File: src/rtl/alu_result_stage_pkg.sv
// Shared types for the ALU result stage: FSM state encoding and branch condition codes.
`timescale 1ns/1ps
package alu_result_stage_pkg;

  typedef enum logic [1:0] {
    ST_EMPTY = 2'b00,
    ST_FULL  = 2'b01,
    ST_TRAP  = 2'b10
  } state_e;

  typedef enum logic [1:0] {
    BR_NONE = 2'b00,
    BR_BEQ  = 2'b01,
    BR_BNE  = 2'b10,
    BR_BLTZ = 2'b11
  } br_type_e;

endpackage

File: src/rtl/alu_result_stage_branch.sv
// Combinational branch condition evaluation from the ALU flags.
`timescale 1ns/1ps
module branch_cond_eval
  import alu_result_stage_pkg::*;
(
  input  logic [1:0] br_type,
  input  logic       zero,
  input  logic       negative,
  output logic       taken
);

  always_comb begin
    // NOTE: every always_comb output gets a default first so no path can infer a latch.
    taken = 1'b0;
    case (br_type_e'(br_type))
      BR_BEQ:  taken = zero;
      BR_BNE:  taken = ~zero;
      BR_BLTZ: taken = negative;
      default: taken = 1'b0;
    endcase
  end

endmodule

File: src/rtl/alu_result_stage.sv
// One-entry ALU result holding stage with branch decision and overflow trap capture.
`timescale 1ns/1ps
module alu_result_stage
  import alu_result_stage_pkg::*;
#(
  parameter int DEST_W = 5,
  parameter int CNT_W  = 8
) (
  input  logic              clk,
  input  logic              reset,
  input  logic              in_valid,
  output logic              in_ready,
  input  logic [31:0]       alu_result,
  input  logic              alu_zero,
  input  logic              alu_negative,
  input  logic              alu_overflow,
  input  logic              ovf_check,
  input  logic [1:0]        br_type,
  input  logic [DEST_W-1:0] dest,
  output logic              out_valid,
  input  logic              out_ready,
  output logic [31:0]       out_result,
  output logic [DEST_W-1:0] out_dest,
  output logic              out_zero,
  output logic              out_negative,
  output logic              branch_taken,
  output logic              trap,
  input  logic              trap_ack,
  output logic [31:0]       trap_value,
  output logic [CNT_W-1:0]  trap_count
);

  state_e              state_q, state_d;
  logic [31:0]         out_result_q, out_result_d;
  logic [DEST_W-1:0]   out_dest_q, out_dest_d;
  logic                out_zero_q, out_zero_d;
  logic                out_negative_q, out_negative_d;
  logic                branch_taken_q, branch_taken_d;
  logic [31:0]         trap_value_q, trap_value_d;
  logic [CNT_W-1:0]    trap_count_q, trap_count_d;
  logic                taken_c;
  logic                trap_hit;
  logic                capture;

  branch_cond_eval u_branch (
    .br_type  (br_type),
    .zero     (alu_zero),
    .negative (alu_negative),
    .taken    (taken_c)
  );

  assign trap_hit = ovf_check & alu_overflow;
  assign capture  = in_valid & in_ready;

  always_ff @(posedge clk) begin
    // NOTE: sequential state uses non-blocking assignments so all flops update together.
    if (reset) state_q <= ST_EMPTY;
    else       state_q <= state_d;
  end

  always_comb begin
    state_d = state_q;
    case (state_q)
      ST_EMPTY: if (in_valid) state_d = trap_hit ? ST_TRAP : ST_FULL;
      ST_FULL: begin
        if (out_ready) state_d = !in_valid ? ST_EMPTY : (trap_hit ? ST_TRAP : ST_FULL);
      end
      ST_TRAP:  if (trap_ack) state_d = ST_EMPTY;
      default:  state_d = ST_EMPTY;
    endcase
  end

  // in_ready is the only combinational output; FULL lets a drain and refill share a cycle.
  always_comb begin
    in_ready  = 1'b0;
    out_valid = 1'b0;
    trap      = 1'b0;
    case (state_q)
      ST_EMPTY: in_ready = 1'b1;
      ST_FULL: begin
        in_ready  = out_ready;
        out_valid = 1'b1;
      end
      ST_TRAP:  trap = 1'b1;
      default:  in_ready = 1'b0;
    endcase
  end

  always_comb begin
    out_result_d   = out_result_q;
    out_dest_d     = out_dest_q;
    out_zero_d     = out_zero_q;
    out_negative_d = out_negative_q;
    branch_taken_d = branch_taken_q;
    trap_value_d   = trap_value_q;
    trap_count_d   = trap_count_q;
    if (capture && !trap_hit) begin
      out_result_d   = alu_result;
      out_dest_d     = dest;
      out_zero_d     = alu_zero;
      out_negative_d = alu_negative;
      branch_taken_d = taken_c;
    end
    if (capture && trap_hit) begin
      trap_value_d = alu_result;
      if (trap_count_q != '1) trap_count_d = trap_count_q + CNT_W'(1);
    end
  end

  always_ff @(posedge clk) begin
    if (reset) begin
      out_result_q   <= '0;
      out_dest_q     <= '0;
      out_zero_q     <= 1'b0;
      out_negative_q <= 1'b0;
      branch_taken_q <= 1'b0;
      trap_value_q   <= '0;
      trap_count_q   <= '0;
    end else begin
      out_result_q   <= out_result_d;
      out_dest_q     <= out_dest_d;
      out_zero_q     <= out_zero_d;
      out_negative_q <= out_negative_d;
      branch_taken_q <= branch_taken_d;
      trap_value_q   <= trap_value_d;
      trap_count_q   <= trap_count_d;
    end
  end

  assign out_result   = out_result_q;
  assign out_dest     = out_dest_q;
  assign out_zero     = out_zero_q;
  assign out_negative = out_negative_q;
  assign branch_taken = branch_taken_q;
  assign trap_value   = trap_value_q;
  assign trap_count   = trap_count_q;

endmodule
File: config.mk
export PLATFORM = sky130hd
export DESIGN_NAME = alu_result_stage
export DESIGN_NICKNAME = d
export VERILOG_FILES = /design/src/rtl/alu_result_stage_pkg.sv /design/src/rtl/alu_result_stage_branch.sv /design/src/rtl/alu_result_stage.sv
export SDC_FILE = /design/constraint.sdc
export NUM_CORES = 1
export LEC_CHECK = 0
export ABC_AREA = 1
export CAP_MARGIN = 20
export CORE_ASPECT_RATIO = 1.4
export CORE_UTILIZATION = 43
export DETAILED_ROUTE_END_ITERATION = 8
export PLACE_DENSITY = 0.8
export SYNTH_ARGS = -nofsm -noshare
export SYNTH_HDL_FRONTEND = slang
export SYNTH_SLANG_ARGS = --single-unit
File: constraint.sdc
create_clock -name clk -period 1.3 [get_ports clk]
set_input_delay 0.195 -clock clk [delete_from_list [all_inputs] [get_ports clk]]
set_output_delay 0.195 -clock clk [all_outputs]
set_load 0.05 [all_outputs]
After elaboration in Yosys (flattened, before gate mapping)
Index checks and enable logic that the tools add are counted. Widths: inputs -> output; s select.

Register bits after elaboration: 82. Bits of input ports: 48. Output and inout bits: 83. Logic and storage cells: 37.

Add/sub/neg operators: 1. Equality and inequality tests: 9. Muxes and demuxes: 10. Bitwise operators: 3. Reductions and logical operators: 6.

Operators by type and width (count): $mux 2 (5); $add 8x1->8 const B (1); $ne 8x8->1 const B (1); $eq 2x2->1 const B (3); $ne 2x2->1 const B (3); $pmux 2 s3 (1); $eq 2x1->1 const B (2); $pmux 1 s3 (1); $reduce_and 3->1 (1); $and 1x1->1 (2); $logic_and 1x1->1 (2); $logic_not 2->1 (1); $mux 1 (2); $pmux 1 s2 (1); $reduce_and 2->1 (1); $logic_not 1->1 (1); $not 1->1 (1).

Depth between registers and ports, before layout
Gate-level depths: netlist (run 1).

Word-level depth: 5. Gate-level depth with buffers: 8. Depth with buffers taken out: 8.

Cells and area by module
A second synthesis (run 1) with hierarchy kept.

Cells, all modules: 418. Area, all modules: 3195.6 µm².

By module, submodules not included: alu_result_stage (instances 1, cells an instance 409, area an instance 3161.8 µm², seq. area each 1641.6 µm²); branch_cond_eval (instances 1, cells an instance 9, area an instance 33.8 µm², seq. area each 0.0 µm²).

Worst setup path after synthesis (run 1)
OpenSTA, ideal clock, no wires.

Path type: register to register. From: reg trap_count_q[1] (netlist: trap_count[1]). To: reg trap_count_q[5] (netlist: trap_count[5]). Setup time: 0.070 ns. Data arrival time: 1.563 ns. Required time: 1.230 ns. Setup slack: -0.333 ns. Cell stages (with the launch flop): 8. Buffers on the path: 0. Period minus slack after synthesis: 1.633 ns. Cells stage by stage: dfxtp_1 > ha_1 > nand2_1 > nor2_1 > nand2_1 > nand3_2 > nand2_1 > a21oi_1.

Word-level cells in the longest chain between the ends: 2. Elaborated cells on any way between the ends: 3. Those cells by class: add/sub: 1; eq/ne: 1; reduce/logical: 1.

Ends and longest elaborated chain: start: declaration (line alu_result_stage.sv:40) `logic [CNT_W-1:0] trap_count_q, trap_count_d;`; start signal: assignment (line alu_result_stage.sv:126) `trap_count_q <= trap_count_d;`; parallel branches: the longest is 2 deep, another holds $add 8x1->8.

Parallel ways; which one is timed is not known. A chain may end at the register's enable or synchronous reset.

Worst setup path after layout (run 1)
From: reg state_q[0]. To: reg out_zero_q (netlist: out_zero).

Word-level cells in the longest chain between the ends: 4. Elaborated cells on any way between the ends: 5. Those cells by class: eq/ne: 1; mux: 1; bitwise: 1; reduce/logical: 2.

Ends and longest elaborated chain: start: declaration (line alu_result_stage.sv:33) `state_e state_q, state_d;`; start signal: assignment (line alu_result_stage.sv:58) `else state_q <= state_d;`; $eq 2x1->1 / $logic_not 2->1 (equally long branches) (line alu_result_stage.sv:78) `case (state_q)`; $pmux 1 s2 (*) (line alu_result_stage.sv:78); $and 1x1->1 (*) (line alu_result_stage.sv:53) `assign capture = in_valid & in_ready;`; $logic_and 1x1->1 (*) (line alu_result_stage.sv:97) `if (capture && !trap_hit) begin`; end signal: assignment (line alu_result_stage.sv:122) `out_zero_q <= out_zero_d;`; end: declaration (line alu_result_stage.sv:36) `logic out_zero_q, out_zero_d;`.

Every way passes the cells marked *; elsewhere a longest branch is shown, timed or not.

==> run summary, run 1 <==
The flow ran to the end, but the final reports show violations. The final reports fail on negative setup slack. Among all cell types in the netlist, the one instantiated most often is sky130_fd_sc_hd__nor2_1. The sequential fraction of the synthesis area came out at 0.516. The number of warnings printed during yosys synthesis came out at 0. The count of state elements after synthesis came out at 82. The via count of the first global-routing pass is 3349.

For hold timing, the worst endpoint is out_dest[3]$_SDFFE_PP0P_. Clock tree synthesis selected as its root buffer the cell sky130_fd_sc_hd__clkbuf_8. The number of iterations in the first detailed-routing pass is 5.

The number of max-capacitance violations reported came out at 0. Yosys mapped a number of flops with a built-in enable equal to 0. The post-layout total power is 7160 µW.

The count of buffering cells on the critical path with inverters included is 3. The number of buffer cells added on primary ports came out at 130. The number of stages on the worst hold path is 3. The required arrival time at the worst endpoint came out at 1.54 ns. The maximum net fanout on the critical path came out at 17.

The largest vdd supply drop is 0.000905 V. The worst clock skew on the final layout is 0.00825 ns. The number of violations reported at the end of detailed-routing iteration 0 is 339. The die outline area is 0.00776 mm².

The critical setup path kind is reg2reg. The fmax is 0.699 GHz. The synthesized net count came out at 467. The worst hold path startpoint is dest[3].

The routed layout has 3587 vias. By area the synthesized netlist is led by sky130_fd_sc_hd__dfxtp_1, sky130_fd_sc_hd__nor2_1, sky130_fd_sc_hd__o21ai_0. Subtracting the final worst setup slack from the clock period gives 1.43 ns.

By count the netlist is led by sky130_fd_sc_hd__nor2_1, sky130_fd_sc_hd__dfxtp_1, sky130_fd_sc_hd__o21ai_0, sky130_fd_sc_hd__nand2_1, sky130_fd_sc_hd__inv_1. The dominant cell type by area after synthesis is sky130_fd_sc_hd__dfxtp_1. TritonCTS built the clock tree.

Among cell families on the critical path, the largest total delay comes from simple AND/OR/NAND/NOR gates. The worst register-to-register path begins at state_q[0]$_SDFFE_PP0P_. The number of antenna violations at the first check in global routing came to 0. The insertion delay of the later-clocked pin in the worst-skew pair came out at 0.36 ns. The total track usage came out at 0.276.

The slowest stage of the critical path belongs to the cell sky130_fd_sc_hd__dfxtp_2. The post-CTS clock slew at the launch and capture registers of the worst setup and hold paths is 0.09 ns. For this configuration, the core starts out at a cell density of 0.450. The power density over cell area came out at 1150 mW/mm². The switching power share of the total came out at 0.323. The post-detailed-route via-to-cell ratio came out at 5.39.

Setup violations remaining at the end of the flow were counted as 80. The cell area after technology mapping came out at 0.00318 mm². No sink is reached through more buffers than the 2 on the longest clock path.

The mean cell area of the mapped netlist is 7.61 µm². The initialized floorplan defines 36 standard-cell rows. The post-route fraction of the period consumed by the critical path came out at 1.10.

The routability congestion estimate from global placement came out at 0.905. The summed area of non-filler cells in the final layout came out at 0.00625 mm². For this design, the CTS-stage hold fixing added 0 buffers. The number of failing hold endpoints at the final stage is 0. The worst setup path is captured at a register. The proportion of power drawn by combinational gates came out at 0.302.

The number of antenna diodes in the final layout is 0. The number of nets in the layout is 615. Setup repair after global routing could not meet its margin everywhere.

The pin count of the biggest net entering global routing came out at 57. The post-detailed-placement half-perimeter wirelength is 7140 µm. For flop-to-flop paths, the worst setup slack is -0.13 ns. The width of the die came out at 74.7 µm.

The cell area reported after detailed placement is 0.00554 mm². Of the post-synthesis cell area, the dominant cell type holds 0.516. The total number of H-tree levels came out at 3. The slew at the pin closest to its max-slew limit is 0.322 ns. Summed over all layers, the global routing overflow is 0. The wire length after detailed routing is 12700 µm. The core area is 0.00707 mm². The count of mapped cells out of synthesis is 418. The clock sink total came out at 82. The number of max-slew violations in the final report was 0. The non-filler instance count after layout is 666.

The leakage power figure came out at 0.00251 µW. The worst path setup slack after routing came out at -0.130 ns. The post-synthesis to final-layout area growth came out at 96.3%. Once placement completed, the tool counted placed cells totaling 640.

Of the total power, registers draw 0.401. The wire length of the first global-routing pass is 16200 µm. The relative contribution of the clock network to total power came out at 0.297. The DRC violation count after routing came out at 0.

The share of post-route cells with drive strength above 1 is 0.387. Before CTS, the worst setup slack after placement is -0.300 ns. The detail route stage leaves a number of antenna-violating nets equal to 0.

In this run the count of I/O pins placed on the die edge is 131. The sum of negative setup slack is -3.32 ns. The data arrival time of the worst path came out at 1.67 ns. For this run, asynchronously set or reset flops after synthesis account for 0. The number of distinct standard cells referenced by the synthesized netlist is 25. The number of buffers created by CTS came out at 9. The internal cell power came out at 4840 µW. For this run, the slowest stage of the critical path takes 0.34 ns. Dividing the detail-routed wire length by the instance count gives 19.1 µm. The worst reg2reg path endpoint is out_zero$_SDFFE_PP0P_.

The reported net switching power is 2320 µW. The tightest min-delay check is of the in2reg type. The overall die height is 104 µm. The most common flop cell mapped by yosys is sky130_fd_sc_hd__dfxtp_1. The worst-case headroom to the max-slew limit came out at 0.783. Counting cells, the worst reg-to-reg path comes to 8. The worst setup path is launched from a register.

Counting stages on the worst path, the most repeated cell is sky130_fd_sc_hd__nor2_1. The signal on the critical path passes through buf_6, nand2_2, nand3_2, nor2_4, inv_4, buf_12, nor2_1, nor2_1.
[per-layer routing]
layer	up-vias	track usage	share of wire
met3	59	0.0418	0.055
met5	-	0	0
met2	201	0.488	0.54
li1	1637	-	-
met1	1690	0.294	0.35
met4	0	0.164	0.062
[cell type report]
class / instances / area (µm²)
Fill cell: 306 / 823
Clock inverter: 5 / 86.3
Tap cell: 95 / 119
Inverter: 17 / 88.8
Clock buffer: 11 / 141
Timing Repair Buffer: 160 / 2560
Sequential cell: 82 / 1660
Multi-Input combinational cell: 296 / 1590
[metrics by stage]
step	util	hold WS, ns
after floorplan	-	0.330
after global placement	0.783	0.492
after detailed placement	0.783	0.501
after CTS	0.821	0.414
after global routing	0.884	0.458
final	0.884	0.428
[registers in the layout, summed over array words and instances, names as in the netlist]
| signal | cells |
|---|---|
| out_negative | 1 |
| state_q | 2 |
| branch_taken | 1 |
| out_result | 32 |
| trap_value | 32 |
| out_dest | 5 |
| out_zero | 1 |
| trap_count | 8 |
[power by group through the flow]
stage | combinational [µW] | clock (µW) | sequential (µW)
after CTS | 1950 | 2090 | 2860
after detailed placement | 1920 | 0 | 2910
final | 2160 | 2130 | 2870
after floorplan | 367 | 0 | 3380
after global routing | 2240 | 2250 | 2890
after global placement | 1890 | 0 | 2900
[timing repair]
action / 4_1_cts / 5_1_grt
pin swaps: 3 / 19
setup buffers: 1 / 5
gates resized for setup: 14 / 118
setup endpoints to repair: 5 / 83
endpoints found under the hold margin: 0 / 0
cloned: 0 / 4
[worst reg2reg max path, stage by stage, from the launching register on]
cell	delay, ns
sky130_fd_sc_hd__dfxtp_2	0.34
sky130_fd_sc_hd__buf_6	0.12
sky130_fd_sc_hd__nand2_2	0.06
sky130_fd_sc_hd__nand3_2	0.08
sky130_fd_sc_hd__nor2_4	0.20
sky130_fd_sc_hd__inv_4	0.09
sky130_fd_sc_hd__buf_12	0.17
sky130_fd_sc_hd__nor2_1	0.16
sky130_fd_sc_hd__nor2_1	0.07
[placed cells by master (no fill, tap or decap), types with 3 or more instances in the layout]
master                            instances
sky130_fd_sc_hd__a21oi_1                  5
sky130_fd_sc_hd__a21oi_2                  4
sky130_fd_sc_hd__buf_12                  92
sky130_fd_sc_hd__buf_4                   10
sky130_fd_sc_hd__buf_6                    6
sky130_fd_sc_hd__clkbuf_16                3
sky130_fd_sc_hd__clkbuf_8                10
sky130_fd_sc_hd__clkdlybuf4s50_1         47
sky130_fd_sc_hd__dfxtp_1                 72
sky130_fd_sc_hd__dfxtp_2                  6
sky130_fd_sc_hd__dfxtp_4                  4
sky130_fd_sc_hd__inv_1                   12
sky130_fd_sc_hd__nand2_1                 29
sky130_fd_sc_hd__nand2_2                  6
sky130_fd_sc_hd__nand3_1                  5
sky130_fd_sc_hd__nand3_2                  3
sky130_fd_sc_hd__nor2_1                 116
sky130_fd_sc_hd__nor2_2                  35
sky130_fd_sc_hd__nor2_4                   8
sky130_fd_sc_hd__o21ai_0                 34
sky130_fd_sc_hd__o21ai_1                 24
sky130_fd_sc_hd__o21ai_2                 16
[how the worst max path moves through the flow]
| stage | startpoint | to | slack (ns) | cells after the start |
|---|---|---|---|---|
| 6_report | state_q[0]$_SDFFE_PP0P_ | out_zero$_SDFFE_PP0P_ | -0.13 | 8 |
| 5_1_grt | state_q[0]$_SDFFE_PP0P_ | out_result[1]$_SDFFE_PP0P_ | -0.17 | 7 |
| 4_1_cts | state_q[0]$_SDFFE_PP0P_ | out_valid | -0.06 | 4 |
| 3_5_place_dp | out_ready | out_result[15]$_SDFFE_PP0P_ | -0.30 | 8 |
| 3_3_place_gp | out_ready | branch_taken$_SDFFE_PP0P_ | -0.23 | 8 |
| 2_1_floorplan | state_q[0]$_SDFFE_PP0P_ | out_valid | 0.002 | 2 |
[logic make-up after synthesis]
logic type / after synthesis / share of synthesized area
XOR/XNOR: 1 / 0.00275
AND/OR/NAND/NOR: 209 / 0.273
adder cells (fa/ha/maj): 1 / 0.00393
flip-flops: 82 / 0.516
buffers and inverters: 40 / 0.0711
AO/OA/AOI/OAI: 85 / 0.134
(Power assumes the default switching activity.)
==> run 2: changes to the inputs <==
--- a/config.mk
+++ b/config.mk
@@ -8,6 +8,7 @@
 export ABC_AREA = 1
 export CAP_MARGIN = 20
 export CORE_ASPECT_RATIO = 1.4
+export CORE_MARGIN = 8
 export CORE_UTILIZATION = 43
 export DETAILED_ROUTE_END_ITERATION = 8
 export PLACE_DENSITY = 0.8
==> run 2 against run 1 <==
  * The flow still finishes with violations (negative setup slack)
  * Sequential power hardly changed
  * Fmax increased by 4.1%
  * Final cell count fell by 0.30%
  * Via count shrank 5.1%
  * Cell area is 3.2% lower
  * Largest power group unchanged
  * Highest routed layer unchanged
==> run summary, run 2 (synthesis results as in run 1) <==
Across every metal layer, demand over resource in global routing totals 0.211. The final reports fail on negative setup slack. The relative contribution of the clock network to total power is 0.268. The number of clock buffers added by TritonCTS is 9. For this design the ratio of total power to cell area is 1120 mW/mm².

The kind of path behind the tightest hold check is in2reg. In the final layout, the multi-input gates occupy 0.00150 mm². STA classifies the critical path endpoint as a register. Data arrives at the worst endpoint at 1.61 ns. After clock tree synthesis, the clock-pin slew on the worst setup and hold paths is 0.09 ns. The busiest layer in global routing is met2. Of the cells placed in the final design, the portion with a size suffix greater than 1 is 0.344. Relative to the synthesized area, the layout overhead comes to 90.0%.

Of the total power, the share spent switching nets is 0.327. The number of antenna violations at the first check in global routing is 0. Clock latency on the worst-skew pair, taken at its later pin, is 0.35 ns.

The number of violations reported at the end of detailed-routing iteration 0 came out at 205. The fmax is 0.728 GHz. The width of the die came out at 88.7 µm.

The maximum net fanout on the critical path came out at 12. The internal cell power came out at 4560 µW. In the final routed layout, each cell accounts on average for 18.2 µm. At the pin with the least slew margin, the transition time is 0.224 ns. The via count of the first global-routing pass came out at 3392. The worst path setup slack after routing is -0.0742 ns.

The cell row count came out at 37. The die outline area is 0.0105 mm². Traced cell by cell, the critical path runs through inv_6, nand2_4, nor2_4, nand2_8, buf_8, o21ai_0, nor2_1. The non-filler instance count after layout came out at 664.

The instance count after placement with tap cells included came out at 643. The worst reg-to-reg path cell count is 7. The number of iterations in the first detailed-routing pass is 4. In this run the tightest slew margin relative to its limit is 0.849.

The number of max-slew violations in the final report came to 0. The I/O pin count came out at 131. Counting instances, the worst hold path has a depth of 3. The largest vdd supply drop came out at 0.000873 V. The share of total power dissipated in combinational logic is 0.309. Dividing the detail-routed via count by the number of cells gives 5.13. The library cell used most frequently in the layout, excluding fill and tap cells, is sky130_fd_sc_hd__nor2_1.

The post-route antenna net violation count is 0. TritonCTS built the clock tree. The proportion of power drawn by flip-flops and latches is 0.423. In the global route stage, met3 resource usage came out at 0.0517. The setup check on the worst reg-to-reg path leaves a slack of -0.07 ns. Setup repair after global routing could not meet its margin everywhere. Summed over all nets, the switching power comes to 2210 µW. The routed via count is 3404. The number of nets in the layout is 612. The met1 demand-to-capacity share in global routing came out at 0.202.

The run finished, with violations left. The wire length after detailed routing came out at 12100 µm. Clock tree synthesis selected as its root buffer the cell sky130_fd_sc_hd__clkbuf_8.

The required arrival time at the worst endpoint is 1.54 ns. The total number of H-tree levels is 3. In the routed design, unresolved DRC markers number 0. The HPWL after detailed placement is 8280 µm. The storage element area came out at 0.00166 mm². In the finished design, the share of the clock period the worst path needs comes to 1.06. The final critical delay including setup and external delays is 1.37 ns. In the layout the commonest cells are sky130_fd_sc_hd__nor2_1, sky130_fd_sc_hd__buf_12, sky130_fd_sc_hd__dfxtp_1, sky130_fd_sc_hd__clkdlybuf4s50_1, sky130_fd_sc_hd__o21ai_0.

The total congestion overflow came out at 0. In this run the static leakage power is 0.00241 µW. The maximum buffer depth of the clock tree came out at 2. The wire length of the first global-routing pass came out at 17100 µm. The total of fill cells in the finished design is 413. The delay of the slowest cell on the worst path is 0.39 ns.

The clock sink total is 82. The core area came out at 0.00727 mm². Between clock sinks in the finished design, the worst skew comes to 0.0126 ns. The routability congestion estimate from global placement is 0.846. The kind of launch point of the worst setup path is a register.

The slowest stage of the critical path is the sky130_fd_sc_hd__dfxtp_4 cell. The number of failing hold endpoints at the final stage is 0. Across the run, the number of max-cap violations was 0. The repair_antennas step left the layout with diodes totalling 0.

The count of buffers added on input and output ports is 130. The critical setup path kind is reg2reg. Once layout is complete, the utilization of the core stands at 0.832.

Entering global routing, the biggest net connects 59 pins. The floorplan step set the die height to 118 µm. For this configuration, the core starts out at a cell density of 0.438. In the global route stage, met2 resource usage came out at 0.389.

The final setup violation count is 54.
## run 2: cell types whose count changed in the layout (fill, tap and decap cells not counted), moves of 2 or more
cell                         change
sky130_fd_sc_hd__nor2_1         +10
sky130_fd_sc_hd__nor2_2          -9
sky130_fd_sc_hd__o21ai_0         +5
sky130_fd_sc_hd__o21ai_2         -4
sky130_fd_sc_hd__clkbuf_16       -3
sky130_fd_sc_hd__nand2_1         +3
sky130_fd_sc_hd__nand2_2         -3
sky130_fd_sc_hd__a21oi_1         +2
sky130_fd_sc_hd__a21oi_2         -2
sky130_fd_sc_hd__clkinv_4        -2
sky130_fd_sc_hd__clkinvlp_4      +2
sky130_fd_sc_hd__nand3_1         +2
## run 2: per-layer routing
| metal | vias to the layer above | part of all wire |
|---|---|---|
| met5 | - | 0 |
| met4 | 0 | 0.039 |
| met3 | 32 | 0.049 |
| met2 | 115 | 0.57 |
| met1 | 1632 | 0.34 |
| li1 | 1625 | - |
## run 2: final cells by class
| class | instances | area share |
|---|---|---|
| clock buffer | 11 | 0.0217 |
| multi-input combinational | 296 | 0.248 |
| tap | 97 | 0.0201 |
| timing repair buffer | 157 | 0.412 |
| sequential | 82 | 0.275 |
| inverter | 17 | 0.0143 |
| clock inverter | 4 | 0.00890 |
## run 2: power by group through the flow
stage	sequential (µW)	combinational, µW	clock, µW
after CTS	2850	1980	1820
after detailed placement	2910	1950	0
after global routing	2880	2180	1940
after global placement	2900	1920	0
after floorplan	3380	367	0
final	2870	2100	1810
## run 2: critical path: cells and delay by family (launching register included)
family / cells / cell delay, ns
flops: 1 / 0.39
buf+inv: 2 / 0.27
simple gates: 4 / 0.42
compound gates: 1 / 0.19
## run 2: path summary, 6_finish.rpt
kind | startpoint | end
min | alu_result[17] | out_result[17]$_SDFFE_PP0P_
max reg2reg | state_q[1]$_SDFFE_PP0P_ | trap_value[8]$_SDFFE_PP0P_
max | state_q[1]$_SDFFE_PP0P_ | trap_value[8]$_SDFFE_PP0P_
min reg2reg | branch_taken$_SDFFE_PP0P_ | branch_taken$_SDFFE_PP0P_
## run 2: through the flow
step                total power (µW)  instance area [µm²]  setup TNS, ns  hold WS (ns)  worst slack (ns)
floorplan                       3750                 3210              0         0.330           0.00235
global placement                4820                 5560         -18.23         0.493            -0.280
detailed placement              4860                 5560         -21.72         0.496            -0.312
CTS                             6660                 5800         -0.193         0.432           -0.0304
global route                    7010                 6050          -5.52         0.454            -0.125
finish                          6780                 6050          -1.26         0.457           -0.0742
## run 2: repair_timing
action / CTS / global route
pin swaps: 4 / 22
setup endpoints to repair: 14 / 83
resized for setup: 16 / 89
setup buffers: 2 / 6
gates cloned: 0 / 0
hold buffers: 0 / 0
